### src/rtl/apb_pkg.sv
// Shared definitions for the APB requester: FSM state encoding.
package apb_pkg;

    typedef enum logic [1:0] {
        ST_IDLE   = 2'd0,
        ST_SETUP  = 2'd1,
        ST_ACCESS = 2'd2
    } apb_state_t;

endpackage

### src/rtl/apb_timeout_cnt.sv
// ACCESS wait-state counter with terminal-count compare; only built when APB_TIMEOUT_EN is defined.
module apb_timeout_cnt #(
    parameter int TIMEOUT = 16
) (
    input  logic clk,
    input  logic rst,
    input  logic clr,
    input  logic inc,
    output logic tc
);

    localparam logic [7:0] CNT_LAST = 8'(TIMEOUT - 1);

    logic [7:0] cnt_q, cnt_d;

    // Saturate at the terminal count so a stalled counter never wraps.
    always_comb begin
        cnt_d = cnt_q;
        if (clr) begin
            cnt_d = '0;
        end else if (inc && (cnt_q != CNT_LAST)) begin
            cnt_d = cnt_q + 8'd1;
        end
    end

    always_ff @(posedge clk or posedge rst) begin
        if (rst) begin
            cnt_q <= '0;
        end else begin
            cnt_q <= cnt_d;
        end
    end

    assign tc = (cnt_q == CNT_LAST);

endmodule

### src/rtl/apb_master.sv
// APB requester: one command at a time through SETUP/ACCESS, one-cycle response pulse.
// Optional ACCESS timeout abort is enabled with the macro APB_TIMEOUT_EN.
//
// state     | meaning
// ST_IDLE   | cmd_ready=1, waiting for cmd_valid
// ST_SETUP  | PSEL=1, PENABLE=0 for one cycle
// ST_ACCESS | PSEL=1, PENABLE=1 until PREADY (or timeout)
module apb_master
    import apb_pkg::*;
#(
    parameter int AWIDTH  = 8,
    parameter int DWIDTH  = 8,
    parameter int TIMEOUT = 16
) (
    input  logic              PCLK,
    input  logic              PRESET,
    input  logic              cmd_valid,
    output logic              cmd_ready,
    input  logic              cmd_write,
    input  logic [AWIDTH-1:0] cmd_addr,
    input  logic [DWIDTH-1:0] cmd_wdata,
    output logic              rsp_valid,
    output logic [DWIDTH-1:0] rsp_rdata,
    output logic              rsp_err,
    output logic              PSEL,
    output logic              PENABLE,
    output logic              PWRITE,
    output logic [AWIDTH-1:0] PADDR,
    output logic [DWIDTH-1:0] PWDATA,
    input  logic [DWIDTH-1:0] PRDATA,
    input  logic              PREADY,
    input  logic              PSLVERR
);

    if ((TIMEOUT < 2) || (TIMEOUT > 255)) begin : g_timeout_range
        $error("apb_master: TIMEOUT must be within 2..255");
    end

    apb_state_t        state_q, state_d;
    logic              psel_q, psel_d;
    logic              penable_q, penable_d;
    logic              pwrite_q, pwrite_d;
    logic [AWIDTH-1:0] paddr_q, paddr_d;
    logic [DWIDTH-1:0] pwdata_q, pwdata_d;
    logic              rsp_valid_q, rsp_valid_d;
    logic [DWIDTH-1:0] rsp_rdata_q, rsp_rdata_d;
    logic              rsp_err_q, rsp_err_d;
    logic              timeout_hit;

`ifdef APB_TIMEOUT_EN
    apb_timeout_cnt #(
        .TIMEOUT (TIMEOUT)
    ) u_timeout (
        .clk (PCLK),
        .rst (PRESET),
        .clr (state_q == ST_SETUP),
        .inc ((state_q == ST_ACCESS) && !PREADY),
        .tc  (timeout_hit)
    );
`else
    assign timeout_hit = 1'b0;
`endif

    always_comb begin
        state_d     = state_q;
        psel_d      = psel_q;
        penable_d   = penable_q;
        pwrite_d    = pwrite_q;
        paddr_d     = paddr_q;
        pwdata_d    = pwdata_q;
        rsp_valid_d = 1'b0;
        rsp_rdata_d = rsp_rdata_q;
        rsp_err_d   = rsp_err_q;
        case (state_q)
            ST_IDLE: begin
                if (cmd_valid) begin
                    paddr_d  = cmd_addr;
                    pwrite_d = cmd_write;
                    pwdata_d = cmd_write ? cmd_wdata : '0;
                    psel_d   = 1'b1;
                    state_d  = ST_SETUP;
                end
            end
            ST_SETUP: begin
                penable_d = 1'b1;
                state_d   = ST_ACCESS;
            end
            ST_ACCESS: begin
                // A ready slave wins over a timeout landing on the same edge.
                if (PREADY) begin
                    psel_d      = 1'b0;
                    penable_d   = 1'b0;
                    rsp_valid_d = 1'b1;
                    rsp_rdata_d = pwrite_q ? '0 : PRDATA;
                    rsp_err_d   = PSLVERR;
                    state_d     = ST_IDLE;
                end else if (timeout_hit) begin
                    psel_d      = 1'b0;
                    penable_d   = 1'b0;
                    rsp_valid_d = 1'b1;
                    rsp_rdata_d = '0;
                    rsp_err_d   = 1'b1;
                    state_d     = ST_IDLE;
                end
            end
            default: begin
                psel_d    = 1'b0;
                penable_d = 1'b0;
                state_d   = ST_IDLE;
            end
        endcase
    end

    always_ff @(posedge PCLK or posedge PRESET) begin
        if (PRESET) begin
            state_q     <= ST_IDLE;
            psel_q      <= 1'b0;
            penable_q   <= 1'b0;
            pwrite_q    <= 1'b0;
            paddr_q     <= '0;
            pwdata_q    <= '0;
            rsp_valid_q <= 1'b0;
            rsp_rdata_q <= '0;
            rsp_err_q   <= 1'b0;
        end else begin
            state_q     <= state_d;
            psel_q      <= psel_d;
            penable_q   <= penable_d;
            pwrite_q    <= pwrite_d;
            paddr_q     <= paddr_d;
            pwdata_q    <= pwdata_d;
            rsp_valid_q <= rsp_valid_d;
            rsp_rdata_q <= rsp_rdata_d;
            rsp_err_q   <= rsp_err_d;
        end
    end

    assign cmd_ready = (state_q == ST_IDLE);
    assign PSEL      = psel_q;
    assign PENABLE   = penable_q;
    assign PWRITE    = pwrite_q;
    assign PADDR     = paddr_q;
    assign PWDATA    = pwdata_q;
    assign rsp_valid = rsp_valid_q;
    assign rsp_rdata = rsp_rdata_q;
    assign rsp_err   = rsp_err_q;

endmodule

### config.mk
export PLATFORM = sky130hd
export DESIGN_NAME = apb_master
export DESIGN_NICKNAME = d
export VERILOG_FILES = /design/src/rtl/apb_pkg.sv /design/src/rtl/apb_timeout_cnt.sv /design/src/rtl/apb_master.sv
export SDC_FILE = /design/constraint.sdc
export NUM_CORES = 1
export LEC_CHECK = 0
export BUFFER_PORTS_ARGS = -buffer_cell sky130_fd_sc_hd__buf_2
export CAP_MARGIN = 0
export CORE_MARGIN = 8
export CORE_UTILIZATION = 42
export CTS_BUF_LIST = sky130_fd_sc_hd__clkbuf_8
export CTS_CLUSTER_SIZE = 10
export DETAILED_ROUTE_END_ITERATION = 16
export GPL_TIMING_DRIVEN = 0
export HOLD_SLACK_MARGIN = 0.12
export PLACE_DENSITY_LB_ADDON = 0.25
export SYNTH_ARGS = -nofsm -noshare
export SYNTH_HDL_FRONTEND = slang
export SYNTH_SLANG_ARGS = --single-unit
### constraint.sdc
create_clock -name PCLK -period 1.5 [get_ports PCLK]
set_input_delay 0.075 -clock PCLK [delete_from_list [all_inputs] [get_ports PCLK]]
set_output_delay 0.075 -clock PCLK [all_outputs]
set_load 0.02 [all_outputs]
* Word level (Yosys, flattened, before mapping)
Index checks and enable logic that the tools add are counted.
Cells by class: add/sub/neg operators 0, $mul 0, div/mod/pow operators 0, order comparisons 0, equality and inequality tests 4, shifts and indexed selects 0, multiplexer cells 11, bitwise logic cells 2, reduce and logical (&&, ||, !) cells 6
Operators by type and width (number):
- $mux W8 | 2
- $reduce_and A2 Y1 | 4
- $pmux W1 S3 | 2
- $pmux W2 S3 | 1
- $mux W1 | 4
- $mux W2 | 2
- $ne A2 B2 Y1 const B | 2
- $reduce_and A3 Y1 | 1
- $eq A2 B1 Y1 const B | 1
- $eq A2 B2 Y1 const B | 1
- $logic_not A2 Y1 | 1
- $not A1 Y1 | 2
Storage, ports and cells: flip-flop bits (word level) 31, bits in latches 0, RAM bits 0, ROM bits 0, output and inout port bits 30, memories 0

* Longest topological paths before layout
depth in word-level cells 3, depth in mapped cells 5, mapped depth without buffers 3

* Worst setup path after synthesis
OpenSTA, ideal clock, no wires.
path type reg2reg, start point reg state_q[0], end point reg paddr_q[1], in the netlist PADDR[1], library setup time 0.125 ns, arrival time 1.351 ns, setup slack 0.024 ns, stages on the path, launching flop included 5, path buffers 2, clock period less this slack 1.476 ns, path through dfrtp_1 > or3b_1 > buf_6 > buf_6 > mux2_4
On the way: cells in the longest elaborated chain, start to end 2
Ends and longest elaborated chain:
- start: declaration | line apb_master.sv:39 | apb_state_t state_q, state_d;
- start signal: assignment | line apb_master.sv:126 | state_q <= state_d;
- $logic_not A2 Y1 | line apb_master.sv:74 | case (state_q)
- $reduce_and A2 Y1 (no line)
- end signal: assignment | line apb_master.sv:130 | paddr_q <= paddr_d;
- end: declaration | line apb_master.sv:43 | logic [AWIDTH-1:0] paddr_q, paddr_d;
No other way between the ends. A chain may end at the register's enable or synchronous reset.

* Final worst setup path
start point reg state_q[1], end point reg paddr_q[7], in the netlist PADDR[7]
The elaborated chain is that of the path after synthesis.

==> results.yml <==
floorplanning:
  initial_core_util_pct: 44.4
  die_area_um2: 4930
  die_w_um: 70.2
  core_region_area_um2: 2780
  rows: 19
  ioPinCount: 60
  die-height_um: 70.2
cts:
  clk_pin_slew_ns: 0.06
  cts_tree: "built"
  htreeDepth: 2
  max-clock-path-buffers: 2
  cts_root_buffer: "clkbuf_8"
  cts_buffers: 5
  cts.sink_count: 31
  clkLatencyLatePin_ns: 0.27
global_route:
  antenna_found_initial: 0
  grt_first_pass_wirelength_um: 5750
  grt_pass1_vias: 1253
  grt_max_degree: 32
  grtUsageTotal_pct: 14.4
  grt-ovfl-total: 0
pwr:
  pwr-share-clk_pct: 15.6
  intPower_uw: 2210
  switching_power_uw: 1400
  switching_share_pct: 38.7
  power_frac_comb_pct: 45.4
  p_per_area_nw_per_um2: 1850
  p_leak_uw: 0.00102
  p_seq_share_pct: 38.9
  vdd_drop_max_mv: 1.27
routing:
  vias: 1129
  drt-total-wl_um: 3410
  drt-pass1-iter-count: 4
  viasPerCell: 4.85
  drt-initial-drc-count: 43
  antenna_left: 0
  drc: 0
  wl_per_cell_um: 14.6
timing:
  rsz0062_at_grt: "true"
  setup_violations: 0
  fmax_mhz: 673
  final_hold_viol_count: 0
  maxSlewHeadroom_pct: 24.9
  slew_violations: 0
  layout_setup_ws_ns: 0.0135
  post-route-min-period_ns: 1.49
  skew_ns: 0.00248
  min_period_over_period_pct: 99.1
  tightest_slew_ns: 1.13
min_path:
  hp-class: "in2async"
setup_path:
  critPathLaunchType: "register"
  crit_chain: "or3b_1, buf_6, buf_4, mux2_2"
  path_delay_family: "flip-flops"
  critPathMaxStageDelay_ns: 0.42
  cp.required_ns: 1.65
  critical_path_arrival_ns: 1.64
  crit_type: "reg2reg"
  r2r_slack_ns: 0.01
  slowest_stage: "dfrtp_1"
  crit_path_end_kind: "register"
  cp_num_buf_inv: 2
  critPathMaxFanout: 6
yosys:
  yosysSeqAreaShare_pct: 62.8
  yosysWarningCount: 0
  ys_async_sr_fraction_pct: 100
  synthDistinctLibCells: 19
  synth_edf_count: 0
  ys_seq_elements: 31
  synthCells: 108
  syn_nets: 138
  syn_area_per_cell_um2: 11.4
  yosys_most_used_dff: "dfrtp_1"
  syn_area_um2: 1230
run_status:
  status: "finished clean"
finish:
  area_growth_pct: 58.0
  fillers: 208
  diodes: 0
  final_nets: 233
  drive_gt1_share_pct: 40.6
  final_util_pct: 70.1
placed_design:
  gp_congestion: 0.769
  pre_cts_ws_ns: -0.0606
  io_buffers: 58
  hpwlAfterDp_um: 2230
job:
  cap_violations: 0
## path summary, 6_finish.rpt
check | startpoint | to | cells after the start
setup / recovery | state_q[1]$_DFFE_PP0P_ | PADDR[7]$_DFFE_PP0P_ | 4
hold / removal | PRESET | PENABLE$_DFFE_PP0P_ | 2
setup reg to reg | state_q[1]$_DFFE_PP0P_ | PADDR[7]$_DFFE_PP0P_ | 4
hold reg to reg | rsp_rdata[1]$_DFFE_PP0P_ | rsp_rdata[1]$_DFFE_PP0P_ | 2
max in group asynchronous | PRESET | state_q[0]$_DFFE_PP0P_ | 2
min in group PCLK | cmd_valid | PSEL$_DFFE_PP0P_ | 3
## logic make-up (layout without fill, tap and decap cells)
logic type | count (synthesis) | count (layout) | share of synthesized area [%]
buf+inv | 10 | 104 | 4.36
compound gates | 21 | 21 | 9.42
flops | 31 | 31 | 62.8
simple gates | 36 | 36 | 13.4
mux | 10 | 10 | 10.0
## sequential cells by signal, indices dropped and copies added, names as in the netlist
name / count
PSEL: 1
PWRITE: 1
state_q: 2
rsp_err: 1
rsp_rdata: 8
PENABLE: 1
PWDATA: 8
rsp_valid: 1
PADDR: 8
## cell type report
class	count	area [um^2]	area share (%)
timing repair buffer	88	598	30.7
tap	31	38.8	1.99
buffer	5	40.0	2.05
clock inverter	1	3.75	0.192
multi-input combinational	67	405	20.8
sequential	31	777	39.8
inverter	5	18.8	0.962
clock buffer	5	68.8	3.53
## layer usage
layer,vias to the layer above,share of wire (%),global-route usage [%]
li1,541,-,-
met1,523,37,14.2
met2,52,51,24.0
met3,13,8.4,6.36
met4,0,4.0,9.15
met5,-,0,0
## worst register-to-register path, stage by stage, from the launching register on
cell and delay, ns:
dfrtp_1 0.42, or3b_1 0.38, buf_6 0.15, buf_4 0.15, mux2_2 0.27
## power by group through the flow
stage	clock [uW]	combinational (uW)	sequential, uW
4_1_cts	590	1610	1400
3_3_place_gp	0	1480	1390
6_report	565	1640	1410
3_5_place_dp	0	1510	1420
5_1_grt	624	1790	1450
2_1_floorplan	0	562	1820
## synthesized netlist by cell type (2+ instances only)
library cell	n	area share (%)
mux2_2	7	6.4
inv_1	5	1.5
nand2_1	24	7.3
mux2_4	3	3.6
o21ai_0	17	6.9
nand2b_1	8	4.1
dfrtp_1	31	63
buf_6	2	1.8
## what timing repair did
item	CTS	global route
setup buffers	3	0
cloned	0	1
setup endpoints to repair	3	4
hold buffers	26	0
gates resized for setup	1	3
endpoints found under the hold margin	26	0
## layout by cell type, fill, tap and decap left out, types with 3 or more instances in the layout
| cell type | n |
|---|---|
| buf_2 | 59 |
| buf_4 | 3 |
| clkbuf_8 | 5 |
| dfrtp_1 | 30 |
| dlygate4sd3_1 | 26 |
| inv_1 | 6 |
| mux2_2 | 7 |
| mux2_4 | 3 |
| nand2_1 | 24 |
| nand2b_1 | 8 |
| o21ai_0 | 17 |
## stage by stage
| stage | TNS [ns] | hold WS [ns] | area [um^2] | power (uW) | cells |
|---|---|---|---|---|---|
| finish | 0 | 0.0865 | 1950 | 3610 | 233 |
| global route | -0.00615 | 0.169 | 1950 | 3870 | 233 |
| CTS | 0 | 0.130 | 1920 | 3600 | 232 |
| detailed placement | -0.162 | 0.313 | 1560 | 2930 | 197 |
| global placement | -0.0967 | 0.306 | 1560 | 2870 | 197 |
| floorplan | 0 | 0.179 | 1230 | 2380 | 108 |
Power figures use the tool's default switching activity.
